$ cat src/rtl/spi_pkg.sv
// Shared types for the multi-mode SPI master: FSM states, latched mode bits, counter sizing.
// No logic; no latency; no backpressure.
package spi_pkg;

    typedef enum logic [1:0] {
        IDLE  = 2'd0,
        SETUP = 2'd1,
        XFER  = 2'd2,
        HOLD  = 2'd3
    } spi_state_e;

    typedef struct packed {
        logic cpol;
        logic cpha;
        logic lsb_first;
    } spi_mode_t;

    localparam int DEFAULT_DATA_W = 8;
    localparam int BIT_CNT_W      = $clog2(DEFAULT_DATA_W);

    function automatic int bit_cnt_w(input int data_w);
        return $clog2(data_w);
    endfunction

endpackage

$ cat src/rtl/spi_clk_gen.sv
// SCK half-period tick generator: reloading down-counter armed when enable rises.
// First tick clk_div+1 cycles after enable rises, then every clk_div+1 cycles; no backpressure.
module spi_clk_gen #(
    parameter int DIV_W = 8
) (
    input  logic             sys_clk,
    input  logic             cpu_rst,
    input  logic             en,
    input  logic [DIV_W-1:0] clk_div,
    output logic             tick
);

    logic             en_q, en_d;
    logic [DIV_W-1:0] cnt_q, cnt_d;

    always_comb begin
        en_d  = en;
        cnt_d = cnt_q;
        if (en && !en_q) begin
            cnt_d = clk_div;
        end else if (en) begin
            cnt_d = (cnt_q == '0) ? clk_div : cnt_q - DIV_W'(1);
        end
    end

    assign tick = en && en_q && (cnt_q == '0);

    always_ff @(posedge sys_clk) begin
        if (!cpu_rst) begin
            en_q  <= 1'b0;
            cnt_q <= '0;
        end else begin
            en_q  <= en_d;
            cnt_q <= cnt_d;
        end
    end

endmodule

$ cat src/rtl/spi_master_multi.sv
// SPI master, all CPOL/CPHA modes, MSB/LSB first, one-hot active-low chip selects.
// done lands 1+(2*DATA_W+2)*(clk_div+1) cycles after the start edge; start is ignored while busy.
module spi_master_multi
    import spi_pkg::*;
#(
    parameter int DATA_W = 8,
    parameter int DIV_W  = 8,
    parameter int NUM_CS = 4
) (
    input  logic                      sys_clk,
    input  logic                      cpu_rst,
    input  logic                      start,
    input  logic [DATA_W-1:0]         tx_data,
    input  logic [$clog2(NUM_CS):0]   cs_sel,
    input  logic [DIV_W-1:0]          clk_div,
    input  logic                      cpol,
    input  logic                      cpha,
    input  logic                      lsb_first,
    output logic                      busy,
    output logic                      done,
    output logic [DATA_W-1:0]         rx_data,
    output logic                      spi_sck,
    output logic                      spi_mosi,
    input  logic                      spi_miso,
    output logic [NUM_CS-1:0]         spi_cs_n
);

    localparam int CNT_W = bit_cnt_w(DATA_W);
    localparam int CSW   = $clog2(NUM_CS) + 1;

    spi_state_e        state_q, state_d;
    spi_mode_t         mode_q, mode_d;
    logic [DIV_W-1:0]  div_q, div_d;
    logic [NUM_CS-1:0] cs_n_q, cs_n_d;
    logic              busy_q, busy_d;
    logic              done_q, done_d;
    logic [DATA_W-1:0] rx_data_q, rx_data_d;
    logic              sck_q, sck_d;
    logic              mosi_q, mosi_d;
    logic [DATA_W-1:0] tx_sr_q, tx_sr_d;
    logic [DATA_W-1:0] rx_sr_q, rx_sr_d;
    logic [CNT_W-1:0]  bit_cnt_q, bit_cnt_d;

    logic              tick;
    logic              lead_edge;
    logic              last_bit;
    logic [NUM_CS-1:0] cs_dec;

    function automatic logic head_bit(input logic [DATA_W-1:0] w, input logic lsb);
        return lsb ? w[0] : w[DATA_W-1];
    endfunction

    function automatic logic [DATA_W-1:0] shift_out(input logic [DATA_W-1:0] w, input logic lsb);
        return lsb ? {1'b0, w[DATA_W-1:1]} : {w[DATA_W-2:0], 1'b0};
    endfunction

    function automatic logic [DATA_W-1:0] shift_in(input logic [DATA_W-1:0] w, input logic b,
                                                   input logic lsb);
        return lsb ? {b, w[DATA_W-1:1]} : {w[DATA_W-2:0], b};
    endfunction

    spi_clk_gen #(.DIV_W(DIV_W)) u_clk_gen (
        .sys_clk (sys_clk),
        .cpu_rst (cpu_rst),
        .en      (state_q != IDLE),
        .clk_div (div_q),
        .tick    (tick)
    );

    // Out-of-range selects decode to no asserted line; the transfer still runs.
    always_comb begin
        cs_dec = '1;
        for (int i = 0; i < NUM_CS; i++) begin
            if (cs_sel == CSW'(i)) cs_dec[i] = 1'b0;
        end
    end

    assign lead_edge = (sck_q == mode_q.cpol);
    assign last_bit  = (bit_cnt_q == CNT_W'(DATA_W - 1));

    always_comb begin
        state_d   = state_q;
        mode_d    = mode_q;
        div_d     = div_q;
        cs_n_d    = cs_n_q;
        busy_d    = busy_q;
        done_d    = 1'b0;
        rx_data_d = rx_data_q;
        sck_d     = sck_q;
        mosi_d    = mosi_q;
        tx_sr_d   = tx_sr_q;
        rx_sr_d   = rx_sr_q;
        bit_cnt_d = bit_cnt_q;

        case (state_q)
            IDLE: begin
                sck_d = cpol;
                if (start) begin
                    mode_d.cpol      = cpol;
                    mode_d.cpha      = cpha;
                    mode_d.lsb_first = lsb_first;
                    div_d     = clk_div;
                    cs_n_d    = cs_dec;
                    busy_d    = 1'b1;
                    bit_cnt_d = '0;
                    rx_sr_d   = '0;
                    state_d   = SETUP;
                    if (!cpha) begin
                        mosi_d  = head_bit(tx_data, lsb_first);
                        tx_sr_d = shift_out(tx_data, lsb_first);
                    end else begin
                        tx_sr_d = tx_data;
                    end
                end
            end
            SETUP: begin
                if (tick) state_d = XFER;
            end
            XFER: begin
                if (tick) begin
                    sck_d = ~sck_q;
                    if (lead_edge) begin
                        if (mode_q.cpha) begin
                            mosi_d  = head_bit(tx_sr_q, mode_q.lsb_first);
                            tx_sr_d = shift_out(tx_sr_q, mode_q.lsb_first);
                        end else begin
                            rx_sr_d = shift_in(rx_sr_q, spi_miso, mode_q.lsb_first);
                        end
                    end else begin
                        if (mode_q.cpha) begin
                            rx_sr_d = shift_in(rx_sr_q, spi_miso, mode_q.lsb_first);
                        end else if (!last_bit) begin
                            mosi_d  = head_bit(tx_sr_q, mode_q.lsb_first);
                            tx_sr_d = shift_out(tx_sr_q, mode_q.lsb_first);
                        end
                        if (last_bit) state_d = HOLD;
                        else          bit_cnt_d = bit_cnt_q + CNT_W'(1);
                    end
                end
            end
            HOLD: begin
                if (tick) begin
                    state_d   = IDLE;
                    cs_n_d    = '1;
                    busy_d    = 1'b0;
                    done_d    = 1'b1;
                    rx_data_d = rx_sr_q;
                end
            end
            default: state_d = IDLE;
        endcase
    end

    always_ff @(posedge sys_clk) begin
        if (!cpu_rst) begin
            state_q   <= IDLE;
            mode_q    <= '0;
            div_q     <= '0;
            cs_n_q    <= '1;
            busy_q    <= 1'b0;
            done_q    <= 1'b0;
            rx_data_q <= '0;
            sck_q     <= 1'b0;
            mosi_q    <= 1'b0;
            tx_sr_q   <= '0;
            rx_sr_q   <= '0;
            bit_cnt_q <= '0;
        end else begin
            state_q   <= state_d;
            mode_q    <= mode_d;
            div_q     <= div_d;
            cs_n_q    <= cs_n_d;
            busy_q    <= busy_d;
            done_q    <= done_d;
            rx_data_q <= rx_data_d;
            sck_q     <= sck_d;
            mosi_q    <= mosi_d;
            tx_sr_q   <= tx_sr_d;
            rx_sr_q   <= rx_sr_d;
            bit_cnt_q <= bit_cnt_d;
        end
    end

    assign busy     = busy_q;
    assign done     = done_q;
    assign rx_data  = rx_data_q;
    assign spi_sck  = sck_q;
    assign spi_mosi = mosi_q;
    assign spi_cs_n = cs_n_q;

endmodule

$ cat config.mk
export PLATFORM = sky130hd
export DESIGN_NAME = spi_master_multi
export DESIGN_NICKNAME = d
export VERILOG_FILES = /design/src/rtl/spi_pkg.sv /design/src/rtl/spi_clk_gen.sv /design/src/rtl/spi_master_multi.sv
export SDC_FILE = /design/constraint.sdc
export NUM_CORES = 1
export LEC_CHECK = 0
export ABC_AREA = 1
export CAP_MARGIN = 20
export CORE_ASPECT_RATIO = 1.5
export CORE_MARGIN = 1
export CORE_UTILIZATION = 30
export DETAILED_ROUTE_END_ITERATION = 12
export SLEW_MARGIN = 20
export SYNTH_ARGS = -nofsm -noshare
export SYNTH_HDL_FRONTEND = slang
export SYNTH_SLANG_ARGS = --single-unit
$ cat constraint.sdc
create_clock -name sys_clk -period 2.05 [get_ports sys_clk]
set_clock_uncertainty 0.15 [all_clocks]
set_input_delay 0.615 -clock sys_clk [delete_from_list [all_inputs] [get_ports sys_clk]]
set_output_delay 0.615 -clock sys_clk [all_outputs]
set_load 0.05 [all_outputs]
Yosys cells after proc, flatten, opt, wreduce, memory -nomap -nowiden
Cells that the tools add are included.
Widths: inputs -> output; s select.
{ "word_totals": {"in_bits": 26, "word_cells": 116, "ff_bits": 57, "out_inout_bits": 16} }
{ "classes": {"mux": 55, "bitwise": 1, "addsub": 2, "n_eq_ne": 21, "reduce_logical": 21} }
{ "ops": {"columns": ["op", "count"], "rows": [
  ["$mux 8", 18],
  ["$pmux 8 s2", 2],
  ["$mux 1", 17],
  ["$ne 2x2->1 const B", 8],
  ["$ne 3x3->1 const B", 5],
  ["$mux 2", 6],
  ["$mux 3", 4],
  ["$reduce_and 6->1", 2],
  ["$reduce_and 5->1", 2],
  ["$logic_not 8->1", 1],
  ["$mux 4", 2],
  ["$pmux 2 s4", 1],
  ["$pmux 4 s2", 1],
  ["$reduce_and 2->1", 4],
  ["$reduce_bool 2->1", 4],
  ["$sub 8x1->8 const B", 1],
  ["$reduce_and 7->1", 1],
  ["$eq 3x2->1 const B", 2],
  ["$pmux 1 s2", 3],
  ["$pmux 3 s2", 1],
  ["$eq 2x2->1 const B", 2],
  ["$add 3x1->3 const B", 1],
  ["$eq 3x1->1 const B", 1],
  ["$eq 3x3->1 const B", 1],
  ["other kinds (8)", 10]
]} }

Logic depth before layout (Yosys ltp)
{ "logic_depth": {"word_depth": 6, "depth_mapped": 12, "mapped_depth_nobuf": 11} }

Hierarchy
A second synthesis with hierarchy kept.
{ "unflattened": {"cells_unflattened": 466, "area_unflattened_um2": 3133.0} }
{ "modules_own_cells": {"columns": ["module", "instances", "area_per_inst_um2", "cells_each", "seq_area_each_um2"], "rows": [
  ["spi_master_multi", 1, 2489.9, 370, 960.9],
  ["spi_clk_gen", 1, 643.1, 96, 180.2]
]} }

Worst setup path after synthesis
OpenSTA, ideal clock, no wires.
{ "synth_path": {"kind": "flip-flop to flip-flop", "from": "reg state_q[0]", "to": "reg rx_sr_q[4]", "arrival_time_ns": 1.557, "stages_incl_launch_ff": 12, "path_buffers": 3, "setup_time_ns": 0.114, "required_ns": 1.786, "synth_period_minus_slack_ns": 1.821, "path_slack_ns": 0.229, "cell_sequence": "dfxtp_1 -> inv_1 -> ha_1 -> buf_4 -> nor2_4 -> nand3_4 -> nand2_4 -> buf_8 -> nand3_4 -> buf_6 -> a21oi_1 -> nor2_1"} }
{ "synth_between": {"elab_chain_len": 5, "elab_cells_between_ends": 12, "cone_classes": "eq/ne (5); mux (1); reduce/logical (6)"} }
{ "synth_lines": {"columns": ["element", "line_no", "rtl"], "rows": [
  ["start: declaration", "spi_master_multi.sv:31", "spi_state_e state_q, state_d;"],
  ["start signal: assignment", "spi_master_multi.sv:169", "state_q <= state_d;"],
  ["$reduce_bool 2->1", "spi_master_multi.sv:65", ".en (state_q != IDLE),"],
  ["$logic_and 1x1->1 (2 in a row)", "spi_clk_gen.sv:26", "assign tick = en && en_q && (cnt_q == '0);"],
  ["$ne 2x2->1 (no line)", null, null],
  ["$reduce_and 5->1 (no line)", null, null],
  ["end signal: assignment", "spi_master_multi.sv:179", "rx_sr_q <= rx_sr_d;"],
  ["end: declaration", "spi_master_multi.sv:41", "logic [DATA_W-1:0] rx_sr_q, rx_sr_d;"]
]} }
Parallel ways exist; a longest one is shown, timed or not.
A chain may end at the register's enable or synchronous reset.

Worst setup path in the final report
{ "layout_path": {"from": "reg state_q[0]", "to": "reg sck_q, in the netlist spi_sck"} }
{ "layout_between": {"elab_chain_len": 5, "elab_cells_between_ends": 9, "cone_classes": "eq/ne (2); mux (1); reduce/logical (6)"} }
{ "layout_lines": {"columns": ["element", "line_no", "rtl"], "rows": [
  ["$reduce_bool 2->1", "spi_master_multi.sv:65", null],
  ["$logic_and 1x1->1 (2 in a row)", "spi_clk_gen.sv:26", null],
  ["$ne 2x2->1 (no line)", null, null],
  ["$reduce_and 2->1 (no line)", null, null],
  ["end signal: assignment", "spi_master_multi.sv:176", "sck_q <= sck_d;"],
  ["end: declaration", "spi_master_multi.sv:38", "logic sck_q, sck_d;"]
]} }
Parallel ways exist; a longest one is shown, timed or not.

==> run_results.csv <==
group,metric,value,unit
clock_tree,clkTransAtPathRegs,0.05,ns
route,vias,3010,
clock_tree,clockBufferDepth,2,
global_route,grt_max_degree,32,
yosys,ys_seq_elements,57,
route,initialDrtViolationCount,159,
job,max-cap-violations,0,
timing,max_freq,0.530,GHz
critical_path,crit_fanout,8,
clock_tree,htreeDepth,3,
timing,period_share,0.920,
power_and_ir_drop,power_density,1410,nW/um2
route,wl_per_cell,11.6,um
floorplan,initial_core_util,0.309,
critical_path,cp-end-kind,"flop",
yosys,syn_inst,466,
route,final_antenna_net_count,0,
timing,drv_slew,0,
floorplan,ios,42,
placement,port-buffer-count,41,
yosys,postSynthAreaPerCell,6.71,um2
finish,layout_commonest_cell,"nand2_1",
finish,syn2layout_area_growth,28.2,%
critical_path,crit_chain,"inv_1 > ha_2 > nor2_4 > nand3_4 > nand2_4 > buf_4 > nand2_1 > o21ai_0 > a21oi_1",
critical_path,path_class,"flop to flop",
floorplan,die_h,127,um
critical_path,cp_slowest_cell,"dfxtp_1",
finish,final_util,0.396,
finish,multi_input_area,1690,um2
placement,place.gp.congestion,0.800,
global_route,antenna_found_initial,0,
yosys,ys_types,35,
clock_tree,cts.sinks,57,
route,drtPass1Iterations,4,
timing,tightest_slew,0.460,ns
route,drc,0,
timing,setup_viol,0,
timing,hold_viol_final,0,
yosys,synth_edf_count,0,
critical_path,critical_path_required,2.12,ns
global_route,met3_usage,0.0368,
finish,n_antenna_cell,0,
clock_tree,cts_tree,"done",
timing,whs,0.292,ns
yosys,syn-cell-area,3130,um2
yosys,synth_nets,501,
yosys,synth_top_area_frac,0.365,
placement,dp.final_hpwl,5630,um
yosys,ys.flop_type,"dfxtp_1",
clock_tree,cts_buffers,9,
critical_path,cp_data_arrival_time,1.95,ns
power_and_ir_drop,ir_drop,0.471,mV
finish,layout-drive-gt1-share,0.145,
finish,fillers,1084,
yosys,synth_area_leader_cell,"dfxtp_1",
finish,nets,554,
floorplan,coreArea,10100,um2
clock_tree,post_cts_buffers,0,
route,routed_wl,7410,um
route,vias_per_cell,4.70,
timing,fin_crit,1.89,ns
clock_tree,cts-root-buf,"clkbuf_16",
hold_path,hold_path.class,"flop to flop",
clock_tree,clock_latency,0.33,ns
clock_tree,cts_resized,0,
timing,rsz0062_at_grt,"false",
global_route,grt_usage,0.147,
yosys,synthArstFlopShare,0,
finish,seq_area,1140,um2
finish,final_area,4010,um2
yosys,yosysWarnings,0,
global_route,grt_pass1_wl,12600,um
floorplan,die_w,85.4,um
critical_path,critPathMaxStageDelay,0.37,ns
global_route,grt.met2_usage,0.259,
global_route,grt_pass1_vias,2813,
yosys,yosys-top-cells-area,"dfxtp_1, nand2_1, nor2_1, a21oi_1, o21ai_0",
global_route,overflow,0,
timing,slew-limit-headroom,0.691,
floorplan,die_area,10800,um2
placement,placed_area,3690,um2
floorplan,rows,45,
status,outcome,"finished, final reports clean",
global_route,grt-busiest-layer,"met2",
power_and_ir_drop,p_leak,1.78,nW
critical_path,worstSetupStartpointType,"flop",
global_route,use_met1,0.166,
clock_tree,hold_buffers,0,
finish,final_cell_mix,"nand2_1, nor2_1, dfxtp_1",
yosys,yosysSeqAreaShare,0.365,
area by class of cell:
type / count / share of cell area
Multi-Input combinational cell: 341 / 0.421
Sequential cell: 57 / 0.285
Timing Repair Buffer: 60 / 0.131
Clock buffer: 12 / 0.0665
Inverter: 50 / 0.0480
Tap cell: 117 / 0.0365
Clock inverter: 4 / 0.0125
per-stage QoR:
stage / power, W / TNS [ns] / std cells / worst slack [ns]
2_1_floorplan: 0.00352 / 0 / 466 / 0.229
6_report: 0.00567 / 0 / 641 / 0.163
3_5_place_dp: 0.00414 / -0.338 / 625 / -0.0878
3_3_place_gp: 0.00408 / -0.289 / 625 / -0.0548
4_1_cts: 0.00571 / 0 / 641 / 0.0271
5_1_grt: 0.00613 / 0 / 641 / 0.0212
worst max-delay path, delay by kind of cell (launching register included):
kind                       cells  cell delay, ns
and+or+nand+nor                4            0.48
buffers and inverters          2            0.25
AOI/OAI and AO/OA              2            0.25
adders and majority gates      1            0.28
DFF                            1            0.37
where the power goes:
group / internal [W] / switching (W) / total (W)
Sequential: 0.00137 / 0.000174 / 0.00155
Clock: 0.00104 / 0.000521 / 0.00156
Combinational: 0.000935 / 0.00163 / 0.00256
Total: 0.00335 / 0.00232 / 0.00567
sequential cells by signal (all words and copies together) (netlist names):
| register | cells |
|---|---|
| tx_sr_q | 8 |
| mode_q | 3 |
| busy | 1 |
| rx_data | 8 |
| state_q | 2 |
| u_clk_gen.cnt_q | 8 |
| rx_sr_q | 8 |
| bit_cnt_q | 3 |
| spi_cs_n | 4 |
| div_q | 8 |
| done | 1 |
| spi_sck | 1 |
| u_clk_gen.en_q | 1 |
| spi_mosi | 1 |
synth_stat cells, types with 2 or more instances:
master      n
nand2_1   124
nor2_1     64
dfxtp_1    57
inv_1      44
a21oi_1    41
o21ai_0    40
nand3_1    19
ha_1        9
nand4_1     8
clkbuf_1    7
o211ai_1    6
buf_2       5
inv_2       4
nand2_2     4
nor4_1      4
buf_4       3
nor2_2      3
a211oi_1    2
buf_6       2
nand2_4     2
nand3_4     2
nor2_4      2
nor2_8      2
layer usage:
layer  routed length [um]  vias to the layer above
met1                 3160                     1350
met4                  149                        0
met5                    0                        -
met2                 3840                       48
li1                     -                     1602
met3                  252                       10
path summary, 6_finish.rpt:
check	from	to	slack, ns	cells after the start
setup / recovery	state_q[0]	spi_sck	0.16	9
setup reg to reg	state_q[0]	spi_sck	0.16	9
hold reg to reg	rx_data[3]	rx_data[3]	0.29	2
hold / removal	rx_data[3]	rx_data[3]	0.29	2
logic make-up after synthesis:
kind of cell               Yosys count  synth area share
and+or+nand+nor                    237             0.339
AOI/OAI and AO/OA                   93             0.157
buffers and inverters               68            0.0972
DFF                                 57             0.365
adders and majority gates            9            0.0360
xor gates and xnor gates             2           0.00560
Note: power is estimated with default switching activity, not from simulation.
